## config.mk

```make
export PLATFORM = sky130hd
export DESIGN_NAME = level_ctrl
export DESIGN_NICKNAME = d
export VERILOG_FILES = /design/src/rtl/level_ctrl.sv
export SDC_FILE = /design/constraint.sdc
export NUM_CORES = 1
export LEC_CHECK = 0
export ABC_AREA = 0
export ABC_CLOCK_PERIOD_IN_PS = 3700
export BUFFER_PORTS_ARGS = -buffer_cell sky130_fd_sc_hd__clkbuf_2
export CAP_MARGIN = 10
export CORE_MARGIN = 4
export CORE_UTILIZATION = 54
export DETAILED_ROUTE_END_ITERATION = 16
export GPL_TIMING_DRIVEN = 1
export PLACE_DENSITY = 0.87
export SYNTH_ARGS = -nofsm -noshare
export SYNTH_HDL_FRONTEND = slang
export SYNTH_SLANG_ARGS = --single-unit
```

## constraint.sdc

```tcl
create_clock -name clk -period 3.7 [get_ports clk]
set_input_delay 0.37 -clock clk [delete_from_list [all_inputs] [get_ports clk]]
set_output_delay 0.37 -clock clk [all_outputs]
set_load 0.01 [all_outputs]
```

## src/rtl/level_ctrl.sv

```systemverilog
// level_ctrl: level sequencer with per-frame fade; optional skip button under LEVEL_CTRL_SKIP_EN
module level_ctrl #(
  parameter int DOOR_X_MIN  = 726,
  parameter int DOOR_X_MAX  = 774,
  parameter int DOOR_Y_MIN  = 426,
  parameter int DOOR_Y_MAX  = 500,
  parameter int FADE_FRAMES = 2,
  parameter int NUM_LEVELS  = 2
)(
  input  logic        clk,
  input  logic        rst,
  input  logic        vblnk,
  input  logic        start_btn,
  input  logic [11:0] player_x,
  input  logic [11:0] player_y,
  input  logic        player_valid,
`ifdef LEVEL_CTRL_SKIP_EN
  input  logic        skip_btn,
`endif
  output logic [1:0]  level_sel,
  output logic [3:0]  fade,
  output logic        level_active,
  output logic        game_done
);
  typedef enum logic [2:0] {S_IDLE, S_FADE_IN, S_PLAY, S_FADE_OUT, S_LOAD, S_DONE} state_t;
  localparam int FW = FADE_FRAMES > 1 ? $clog2(FADE_FRAMES) : 1;
  localparam logic [FW-1:0] CNT_LAST = FW'(FADE_FRAMES - 1);
  localparam logic [1:0] LVL_LAST = 2'(NUM_LEVELS - 1);
  localparam logic [11:0] X_MIN = 12'(DOOR_X_MIN);
  localparam logic [11:0] X_MAX = 12'(DOOR_X_MAX);
  localparam logic [11:0] Y_MIN = 12'(DOOR_Y_MIN);
  localparam logic [11:0] Y_MAX = 12'(DOOR_Y_MAX);
  state_t r_state, w_state;
  logic [1:0] r_level, w_level;
  logic [3:0] r_fade, w_fade;
  logic [FW-1:0] r_cnt, w_cnt;
  logic r_active, w_active, r_done, w_done, r_vblnk_q;
  logic w_tick, w_last, w_door, w_trig;
  assign w_tick = vblnk & ~r_vblnk_q;
  assign w_last = r_cnt == CNT_LAST;
  assign w_door = player_valid & (player_x >= X_MIN) & (player_x <= X_MAX)
                & (player_y >= Y_MIN) & (player_y <= Y_MAX);
`ifdef LEVEL_CTRL_SKIP_EN
  assign w_trig = w_door | skip_btn;
`else
  assign w_trig = w_door;
`endif
  assign level_sel    = r_level;
  assign fade         = r_fade;
  assign level_active = r_active;
  assign game_done    = r_done;
  // state and output registers
  always_ff @(posedge clk) begin
    if (rst) begin
      r_state   <= S_IDLE;
      r_level   <= '0;
      r_fade    <= 4'd15;
      r_cnt     <= '0;
      r_active  <= 1'b0;
      r_done    <= 1'b0;
      r_vblnk_q <= 1'b0;
    end else begin
      r_state   <= w_state;
      r_level   <= w_level;
      r_fade    <= w_fade;
      r_cnt     <= w_cnt;
      r_active  <= w_active;
      r_done    <= w_done;
      r_vblnk_q <= vblnk;
    end
  end
  // next state; fades step once every FADE_FRAMES ticks and saturate at 0/15
  always_comb begin
    w_state  = r_state;
    w_level  = r_level;
    w_fade   = r_fade;
    w_cnt    = r_cnt;
    w_active = r_active;
    w_done   = r_done;
    case (r_state)
      S_IDLE: if (start_btn) begin
        w_state = S_FADE_IN;
        w_level = '0;
        w_cnt   = '0;
      end
      S_FADE_IN: if (w_tick) begin
        w_cnt = w_last ? '0 : r_cnt + 1'b1;
        if (w_last) begin
          w_fade = (r_fade == 4'd0) ? 4'd0 : r_fade - 4'd1;
          if (r_fade <= 4'd1) begin
            w_state  = S_PLAY;
            w_active = 1'b1;
          end
        end
      end
      S_PLAY: if (w_tick & w_trig) begin
        w_state  = S_FADE_OUT;
        w_active = 1'b0;
        w_cnt    = '0;
      end
      S_FADE_OUT: if (w_tick) begin
        w_cnt = w_last ? '0 : r_cnt + 1'b1;
        if (w_last) begin
          w_fade = (r_fade == 4'd15) ? 4'd15 : r_fade + 4'd1;
          if (r_fade >= 4'd14) w_state = S_LOAD;
        end
      end
      S_LOAD: if (r_level == LVL_LAST) begin
        w_state = S_DONE;
        w_done  = 1'b1;
        w_fade  = 4'd15;
      end else begin
        w_state = S_FADE_IN;
        w_level = r_level + 2'd1;
        w_cnt   = '0;
      end
      S_DONE: if (start_btn) begin
        w_state = S_IDLE;
        w_level = '0;
        w_done  = 1'b0;
        w_fade  = 4'd15;
      end
      default: w_state = S_IDLE;
    endcase
  end
endmodule

```

Word-level counts from Yosys, hierarchy flattened
Cells that the tools add are included.

storage, ports and cells
  register bits = 13
  bits of input ports = 29
  output and inout port bits = 8
  word-level logic and storage cells = 94

cells by class
  $add $sub $neg = 4
  magnitude comparators = 6
  equality and inequality tests = 20
  mux-type cells = 35
  bitwise operators = 7
  reductions and logical operators = 15

operators with widths
  cell                                                                                   count
  4-bit 2-to-1 mux                                                                       8
  3-bit 2-to-1 mux                                                                       10
  2-bit inequality test, second input constant                                           11
  3-bit one-hot mux with 6 select lines                                                  1
  4-bit one-hot mux with 4 select lines                                                  1
  12-bit by 10-bit greater-or-equal comparator with 1-bit output, second input constant  1
  12-bit by 9-bit greater-or-equal comparator with 1-bit output, second input constant   1
  12-bit by 10-bit <= comparator with 1-bit output, second input constant                1
  12-bit by 9-bit <= comparator with 1-bit output, second input constant                 1
  5-bit AND reduction                                                                    2
  1-bit 2-to-1 mux                                                                       9
  9-bit AND reduction                                                                    1
  4-bit nonzero test                                                                     2
  7-bit AND reduction                                                                    1
  1-bit bitwise AND                                                                      6
  3-bit by 2-bit == test with 1-bit output, second input constant                        2
  3-bit == test, second input constant                                                   2
  3-bit AND reduction                                                                    2
  2-bit nonzero test                                                                     3
  4-bit by 1-bit adder with 4-bit output, second input constant                          1
  4-bit == test, second input constant                                                   1
  4-bit greater-or-equal comparator, second input constant                               1
  4-bit by 1-bit <= comparator with 1-bit output, second input constant                  1
  4-bit zero test                                                                        1
  13 further kinds                                                                       17

Depth between registers and ports, before layout
Gate-level depths: netlist of the first run.

  depth after elaboration = 8
  depth in mapped cells = 6
  mapped depth without buffers = 6

Least setup slack after synthesis of the first run
No wires, ideal clock.

  kind = register -> register
  start point = register r_fade[0], in the netlist fade[0]
  end point = register r_fade[2], in the netlist fade[2]
  library setup time = 120 ps
  arrival time = 1494 ps
  data required time = 3580 ps
  setup slack = 2086 ps
  stages on the path, launching flop included = 6
  buffers on the path = 0
  period minus slack after synthesis = 1614 ps
  path through = dfxtp_1 -> inv_1 -> ha_1 -> a221oi_1 -> a2111oi_2 -> a211o_1

on the way
  longest elaborated chain between the ends = 5
  elaborated cells on any way between the ends = 11
  classes of those cells = 2 x add/sub; 1 x eq/ne; 7 x mux; 1 x reduce/logical

RTL lines
  what                                                            RTL line  RTL
  start: declaration                                              35        logic [3:0] r_fade, w_fade;
  start signal: assignment                                        65        r_fade <= w_fade;
  4-bit by 1-bit adder with 4-bit output (tied with other cells)  104       w_fade = (r_fade == 4'd15) ? 4'd15 : r_fade + 4'd1;
  4-bit 2-to-1 mux (on tied branches)                             104, 89
  4-bit 2-to-1 mux (on tied branches)                             103, 88
  4-bit 2-to-1 mux (on tied branches)                             101, 86
  4-bit one-hot mux with 4 select lines (*)                       80        case (r_state)

Every way passes the cells marked *; elsewhere a longest branch is shown, timed or not. The select of a mux whose other input is x is not followed.
A chain may end at the register's enable or synchronous reset.

Final worst setup path of the first run
  start point = register r_state[1]
  end point = register r_fade[2], in the netlist fade[2]

on the way
  longest elaborated chain between the ends = 3
  elaborated cells on any way between the ends = 13
  classes of those cells = 10 x eq/ne; 1 x mux; 2 x reduce/logical

RTL lines
  what                                                                                 RTL line  RTL
  start: declaration                                                                   33        state_t r_state, w_state;
  start signal: assignment                                                             63        r_state <= w_state;
  3-bit == test (tied with other cells)                                                80
  4-bit nonzero test (no source line) / 2-bit inequality test (equally long branches)  n/a
  7-bit AND reduction (no source line)                                                 n/a

Several ways; a longest one is shown, not always the timed one.

==> results of run 1 <==
## sequential cells by signal, indices dropped and copies added (netlist names)
register,flops
fade,4
game_done,1
level_active,1
level_sel,2
r_cnt,1
r_state,3
r_vblnk_q,1
## power by group through the flow
| stage | sequential [mW] | clock, mW | combinational, mW |
|---|---|---|---|
| 3_5_place_dp | 0.151 | 0 | 0.0451 |
| 4_1_cts | 0.147 | 0.0979 | 0.0454 |
| 3_3_place_gp | 0.150 | 0 | 0.0430 |
| 5_1_grt | 0.148 | 0.102 | 0.0509 |
| 2_1_floorplan | 0.147 | 0 | 0.0286 |
| 6_report | 0.147 | 0.0963 | 0.0455 |
## worst max-delay path: cells and delay by family, from the launching register on
family,cells,cell delay [ns]
flip-flops,1,0.73
AO/OA/AOI/OAI,3,0.61
AND/OR/NAND/NOR,1,0.34
## area by class of cell
cell class	count	area, µm²	share of cell area (%)
tap	27	33.78	2.594
timing repair buffer	36	180.2	13.83
inverter	8	30.03	2.305
clock buffer	4	26.28	2.017
multi-input combinational	110	772.0	59.27
sequential	13	260.3	19.98
## metrics by stage
stage	hold slack [ns]	setup slack, ns	instance area (µm²)	total power [mW]
2_1_floorplan	0.4901	2.086	1139	0.1758
3_3_place_gp	0.4754	2.022	1276	0.1935
3_5_place_dp	0.4981	1.974	1276	0.1959
4_1_cts	0.3290	1.962	1303	0.2907
5_1_grt	0.3527	1.788	1303	0.3014
6_report	0.3392	1.923	1303	0.2892
## logic make-up (layout without fill, tap and decap cells)
logic type	Yosys count	after routing	share of synthesized area, %
AO/OA/AOI/OAI	54	54	34.62
adder cells (fa/ha/maj)	5	5	5.495
buffers and inverters	17	48	9.340
flip-flops	13	13	22.86
multiplexers	1	1	0.8792
AND/OR/NAND/NOR	50	50	26.81
## worst max path at each step
stage | startpoint | endpoint | slack, ns | cells past startpoint
finish | r_state[1] | fade[2] | 1.92 | 4
global placement | fade[0] | fade[2] | 2.02 | 5
global route | r_state[1] | r_state[2] | 1.79 | 4
detailed placement | fade[0] | fade[2] | 1.97 | 5
CTS | fade[0] | fade[2] | 1.96 | 5
floorplan | fade[0] | fade[2] | 2.09 | 5
## cell usage after synthesis (2+ instances only)
library cell / n / share of area [%]
sky130_fd_sc_hd__o21ai_0: 12 / 5.3
sky130_fd_sc_hd__nand2b_1: 4 / 2.2
sky130_fd_sc_hd__a31oi_1: 4 / 2.2
sky130_fd_sc_hd__a311oi_1: 2 / 1.5
sky130_fd_sc_hd__a211oi_1: 3 / 2.0
sky130_fd_sc_hd__nand2_1: 5 / 1.6
sky130_fd_sc_hd__a21oi_1: 11 / 4.8
sky130_fd_sc_hd__nor2_1: 11 / 3.6
sky130_fd_sc_hd__ha_1: 5 / 5.5
sky130_fd_sc_hd__nor3_1: 3 / 1.3
sky130_fd_sc_hd__clkbuf_1: 2 / 0.66
sky130_fd_sc_hd__o211a_1: 3 / 2.6
sky130_fd_sc_hd__nor4b_1: 4 / 3.1
sky130_fd_sc_hd__nand3b_1: 2 / 1.3
sky130_fd_sc_hd__dfxtp_1: 13 / 23
sky130_fd_sc_hd__and4b_1: 2 / 1.8
sky130_fd_sc_hd__nand3_1: 3 / 1.3
sky130_fd_sc_hd__inv_1: 8 / 2.6
sky130_fd_sc_hd__a211o_1: 3 / 2.3
sky130_fd_sc_hd__nor2b_1: 5 / 2.7
sky130_fd_sc_hd__buf_6: 5 / 4.9
## layer usage
metal / part of all wire, % / vias to the layer above / track usage [%]
li1: - / 598 / -
met5: 0 / - / 0
met4: 1.9 / 0 / 10.21
met2: 49 / 46 / 36.49
met1: 42 / 557 / 24.67
met3: 6.8 / 5 / 4.155
==> results, run 1 <==
- The effective utilization at floorplan is 57.45%.
- Entering global routing, the biggest net connects 20 pins.
- The part of the power in the clock network is 33.3%.
- The post-CTS setup buffer count is 0.
- The synthesized netlist cell count is 140.
- The final count of hold timing violations is 0.
- The standard-cell row count is 16.
- The critical path endpoint category is a flop.
- The post-CTS clock slew at the launch and capture registers of the worst setup and hold paths is 0.09 ns.
- During synthesis, Yosys emitted a total of 0 warnings.
- The type of element launching the critical path is a flop.
- Synthesis produced a netlist with a net count of 174.
- The run finished with clean final reports.
- The first global-routing pass estimated 4.485 mm of wire.
- The average cell area after synthesis is 8.133 µm².
- The largest incremental delay on the critical path is 0.73 ns.
- Counting along the longest clock path gives a buffer depth of 2.
- For this run, the number of standard cells in the final layout without fillers is 198.
- The clock period minus worst slack is 1.777 ns.
- At the pin with the least slew margin, the transition time is 0.6330 ns.
- The depth of the worst hold-timing path is 2.
- The number of fill cells in the layout is 172.
- The area enclosed by the die boundary is 2907 µm².
- The x dimension of the die is 53.92 µm.
- In the synthesized netlist the async set-or-reset flop fraction comes to 0%.
- On the critical path, the stage with the largest delay is an instance of sky130_fd_sc_hd__dfxtp_1.
- The worst clock skew is 0.007886 ns.
- In this run, post-CTS hold repair placed 0 buffers.
- The setup TNS is 0 ns.
- The number of buffers created by CTS is 3.
- Setup violations remaining at the end of the flow were counted as 0.
- The top fanout value on the critical path is 19.
- The arrival time reported for the critical path endpoint is 1.97 ns.
- At the end of the flow the core is filled with cells to 65.72%.
- In this run the cell area of the synthesized design comes to 1139 µm².
- The number of I/O port buffers is 36.
- In the routed design, unresolved DRC markers number 0.
- Net switching is 28.25% of the power.
- The launch instance of the worst min-delay path is vblnk.
- The congestion estimate from routability-driven global placement came to 0.9304.
- Detailed placement ended at an HPWL of 2.104 mm.
- The routed layout has 1206 vias.
- The final number of max-transition violations is 0.
- The combinational fraction of design power is 15.7%.
- Pin placement for this block handled 37 I/O pins.
- CTS built an H-tree with a depth of 1.
- The achievable frequency is 562.8 MHz.
- The critical path class is reg -> reg.
- After the first detailed-routing iteration, the DRC count stood at 37.
- The final layout contains routed wiring with a total length of 2.722 mm.
- The number of antenna violations at the first check in global routing is 0.
- Leaving out fill and tap cells, the most frequent cell in the layout is sky130_fd_sc_hd__clkbuf_2.
- Of the available clock period, the critical path in the final layout requires 48.02%.
- In this run, synthesis inferred 0 flip-flops with an integrated enable.
- The reg-to-reg setup timing slack is 1.92 ns.
- For this run, the post-layout net count is 206.
- The required time of the critical path is 3.89 ns.
- Summed over all cells, the static leakage comes to 0.5727 nW.
- The global routing usage summed across all routing layers is 21.15%.
- The hold-critical path endpoint is r_vblnk_q.
- In the final layout, the share of cells above drive strength 1 is 25.73%.
- The cell area power density is 222.0 nW/µm².
- The sequential cell fraction of total power is 51.0%.
- Once the clock tree was built, the resizer swapped 0 gates to a different size.
- The die is 53.92 µm tall.
- Setup repair after global routing left no endpoint under its margin.
- Among all flip-flop cells after synthesis, the most frequent one is sky130_fd_sc_hd__dfxtp_1.
- The worst slew margin relative to its limit is 57.74%.
- Once placement completed, the tool counted placed cells totaling 194.
- In the layout the commonest cells are sky130_fd_sc_hd__clkbuf_2 (36), sky130_fd_sc_hd__dfxtp_1 (13), sky130_fd_sc_hd__o21ai_0 (12), sky130_fd_sc_hd__nor2_1 (11), sky130_fd_sc_hd__a21oi_1 (11).
- The detail route stage leaves a number of antenna-violating nets equal to 0.
- The number of library cell types mapped by synthesis is 51.
- The area growth from synthesis to final layout is 14.40%.
- After detailed routing, the average wire length per cell comes to 13.75 µm.
- The sequential-to-total area share from yosys stat is 22.86%.
- Across the run, the number of max-cap violations was 0.
- The internal power contribution is 0.2075 mW.
- The synthesized flop and latch total is 13.
- CTS placed an instance of sky130_fd_sc_hd__clkbuf_4 at the clock tree root.
- Traced cell by cell, the critical path runs through nand3b_1, a21oi_1, o21ai_0, a211o_1.
- Measured in cells, the most critical reg-to-reg path has a length of 4.
- The number of global-route vias before repair was 1089.
- The capturing point of the worst reg2reg path is fade[2].
- The clock reaches the later pin of the worst-skew pair after 0.29 ns.
- The clock tree from TritonCTS is yes.
- The path category of the worst min-delay check is in -> reg.
- The via-per-instance ratio is 6.091.
- The length of the first detailed-routing pass in iterations is 4.
- VDD sags by at most 0.0001394 V.
- After global routing the overflow that remains totals 0.
- The CTS sink count is 13.
- Summed over all nets, the switching power comes to 0.08169 mW.
- The core box area is 1982 µm².
- In this run the critical register-to-register path is launched from r_state[1].
- The antenna cell count is 0.
Note: power is estimated with default switching activity, not from simulation.
==> run 2: changes to the inputs <==
- ABC_CLOCK_PERIOD_IN_PS: 3700 -> 1800
- CORE_UTILIZATION: 54 -> 50
- PLACE_DENSITY: 0.87 -> 0.82
- clock period: 3.7 -> 1.8 ns (I/O delays scaled with it)
==> run 2 against run 1 <==
  * Worst setup slack lost 1.7 ns
  * Global-route usage shrank 2.4 points
  * Worst hold slack lost 0.18 ns
  * Die area grew 6.8%
  * Register-to-register slack lost 1.7 ns
  * Clock skew shrank 0.0075 ns
  * Fmax grew 12%
==> results, run 2 (synthesis results as in run 1) <==
- The clock latency at the later pin of the worst-skew pair is 0.28 ns (was 0.29 ns).
- The depth of the worst hold-timing path is 2 (unchanged).
- The number of buffers and inverters on the critical path was 1 (was 0).
- The largest net degree at the start of global routing was 19 (was 20).
- The number of global-route vias before repair came to 1189 (was 1089).
- The wire length of the first global-routing pass came to 4.905 mm (was 4.485 mm).
- The met3 track demand over resource in global routing is 2.552% (was 4.155%).
- The final wirelength is 2.771 mm (was 2.722 mm).
- The length of the first detailed-routing pass in iterations is 4 (unchanged).
- The most frequent standard cell in the layout excluding fill and tap cells is sky130_fd_sc_hd__clkbuf_2 (unchanged).
- The number of fill cells in the layout is 191 (was 172).
- The clock tree root buffer cell is sky130_fd_sc_hd__clkbuf_4 (unchanged).
- The path category of the worst min-delay check is in -> reg (unchanged).
- The number of max-cap violations is 0 (unchanged).
- The post-CTS clock slew at the launch and capture registers of the worst setup and hold paths came to 0.09 ns (about the same).
- The number of top-level pins is 37 (unchanged).
- The die span in y is 55.72 µm (was 53.92 µm).
- The highest-delay cell along the critical path is sky130_fd_sc_hd__or4_1 (was sky130_fd_sc_hd__dfxtp_1).
- The achievable frequency is 630.6 MHz (was 562.8 MHz).
- The launch instance of the worst min-delay path is vblnk (unchanged).
- The number of DRC markers in iteration 0 is 32 (was 37).
- The area growth from synthesis to final layout was 18.90% (was 14.40%).
- Status: finished clean (unchanged).
- Setup repair after global routing missed its margin: no (unchanged).
- The worst slew margin relative to its limit was 72.97% (was 57.74%).
- The via-per-instance ratio is 6.029 (was 6.091).
- The critical path class was reg -> reg (unchanged).
- The share of the cycle needed by the critical path after routing is 88.09% (was 48.02%).
- The layer with the highest usage after global routing was met2 (unchanged).
- The top fanout value on the critical path is 5 (was 19).
- The maximum ir drop on the vdd rail is 0.0002920 V (was 0.0001394 V).
- The fraction of final layout cells sized beyond drive strength 1 was 30.68% (was 25.73%).
- The clock period minus worst slack is 1.586 ns (was 1.777 ns).
- The static leakage was 0.5967 nW (was 0.5727 nW).
- The hold slack is 0.1636 ns (was 0.3392 ns).
- The type of element launching the critical path is a flop (unchanged).
- The global routing usage summed across all routing layers was 18.79% (was 21.15%).
- The critical path endpoint category is a flop (unchanged).
- The final number of max-transition violations is 0 (unchanged).
- Critical Path, Cell by Cell: inv_1, ha_1, o211a_1, or4_1, a21oi_1 (was nand3b_1, a21oi_1, o21ai_0, a211o_1).
- The hold-critical path endpoint is r_vblnk_q (unchanged).
- The reg-to-reg setup timing slack came to 0.21 ns (was 1.92 ns).
- The launch point of the worst reg-to-reg path was level_sel[1] (was r_state[1]).
- The setup TNS is 0 ns (unchanged).
- The capturing point of the worst reg2reg path is level_sel[1] (was fade[2]).
- The post-layout utilization of the core came to 61.79% (was 65.72%).
- The core box area is 2191 µm² (was 1982 µm²).
- The final layout net count is 211 (was 206).
- The maximum root-to-sink buffer count is 2 (unchanged).
- The detailed-placement wirelength estimate is 2.123 mm (was 2.104 mm).
- The area enclosed by the die boundary came to 3105 µm² (was 2907 µm²).
- The largest incremental delay on the critical path is 0.50 ns (was 0.73 ns).
- The number of buffers created by CTS came to 3 (unchanged).
- The arrival time reported for the critical path endpoint came to 1.80 ns (was 1.97 ns).
- The clock tree from TritonCTS is yes (unchanged).
- Most frequent cells in the layout: sky130_fd_sc_hd__clkbuf_2 (36), sky130_fd_sc_hd__o21ai_0 (12), sky130_fd_sc_hd__nor2_1 (11), sky130_fd_sc_hd__a21oi_1 (11), sky130_fd_sc_hd__dfxtp_1 (10) (was sky130_fd_sc_hd__clkbuf_2 (36), sky130_fd_sc_hd__dfxtp_1 (13), sky130_fd_sc_hd__o21ai_0 (12), sky130_fd_sc_hd__nor2_1 (11), sky130_fd_sc_hd__a21oi_1 (11)).
- The number of antenna-violating nets in the routed design is 0 (unchanged).
- The DRC violations left was 0 (unchanged).
- The count of final setup violators was 0 (unchanged).
- The remaining global-route overflow is 0 (unchanged).
- The effective utilization at floorplan is 51.97% (was 57.45%).
- The routing usage on met1 is 23.25% (was 24.67%).
- The detailed-route via count is 1230 (was 1206).
- The x dimension of the die was 55.72 µm (was 53.92 µm).
- The cell area power density was 436.2 nW/µm² (was 222.0 nW/µm²).
- The final count of hold timing violations is 0 (unchanged).
- The cell class contributing the biggest share of worst-path delay is simple AND/OR/NAND/NOR gates (was flip-flops).
- The number of I/O port buffers is 36 (unchanged).
- The antenna cell count is 0 (unchanged).
- The required time of the critical path was 2.01 ns (was 3.89 ns).
- The weighted congestion reported at the end of routability-driven placement is 0.8986 (was 0.9304).
- The flip-flop count of the largest register after layout came to 4 (unchanged).
- The number of cell instances on the worst register-to-register path is 5 (was 4).
- The number of antenna violations at the first check in global routing is 0 (unchanged).
- The total number of H-tree levels is 1 (unchanged).
- The standard-cell row count is 17 (was 16).
- The CTS sink count was 13 (unchanged).
- The worst clock skew was 0.0004230 ns (was 0.007886 ns).
- The global routing met2 resource utilization is 31.42% (was 36.49%).
- The detail-routed net length per standard cell came to 13.58 µm (was 13.75 µm).
- The transition time at the pin with the least slew margin is 0.4031 ns (was 0.6330 ns).
## run 2: how the worst max path moves through the flow
stage	from	to	slack, ns	depth (start not counted)
global route	level_sel[1]	level_sel[1]	0.03	5
finish	level_sel[1]	level_sel[1]	0.21	5
global placement	fade[1]	fade[2]	0.17	5
CTS	fade[1]	fade[2]	0.08	5
floorplan	fade[0]	fade[2]	0.19	5
detailed placement	fade[1]	fade[2]	0.09	5
## run 2: area by class of cell
class | count | area [µm²] | area share [%]
clock buffers | 4 | 26.28 | 1.941
repair buffers | 41 | 217.7 | 16.08
multi-input cells | 110 | 780.7 | 57.67
inverters | 8 | 30.03 | 2.218
flip-flops and latches | 13 | 264.0 | 19.50
well taps | 28 | 35.03 | 2.588
## run 2: metal layers
layer  vias to the layer above  share of wire, %
met5                         -                 0
li1                        607                 -
met3                         0               6.9
met2                        57                50
met1                       566                43
met4                         0                 0
## run 2: timing repair
item,CTS,global route
buffers inserted,0,0
endpoints found under the hold margin,0,0
gates resized for setup,0,5
hold buffers,0,0
setup endpoints to repair,0,4
## run 2: power breakdown
part	switching, mW	internal, mW
registers	0.0101	0.293
clock network	0.104	0.0859
logic	0.0471	0.0504
total	0.162	0.429
## run 2: through the flow
step / worst slack, ns / area [µm²] / total power, mW / std cells
2_1_floorplan: 0.1863 / 1139 / 0.3613 / 140
3_3_place_gp: 0.1725 / 1315 / 0.4008 / 200
3_5_place_dp: 0.09176 / 1315 / 0.4056 / 200
4_1_cts: 0.07680 / 1341 / 0.5917 / 204
5_1_grt: 0.03131 / 1354 / 0.6207 / 204
6_report: 0.2143 / 1354 / 0.5906 / 204
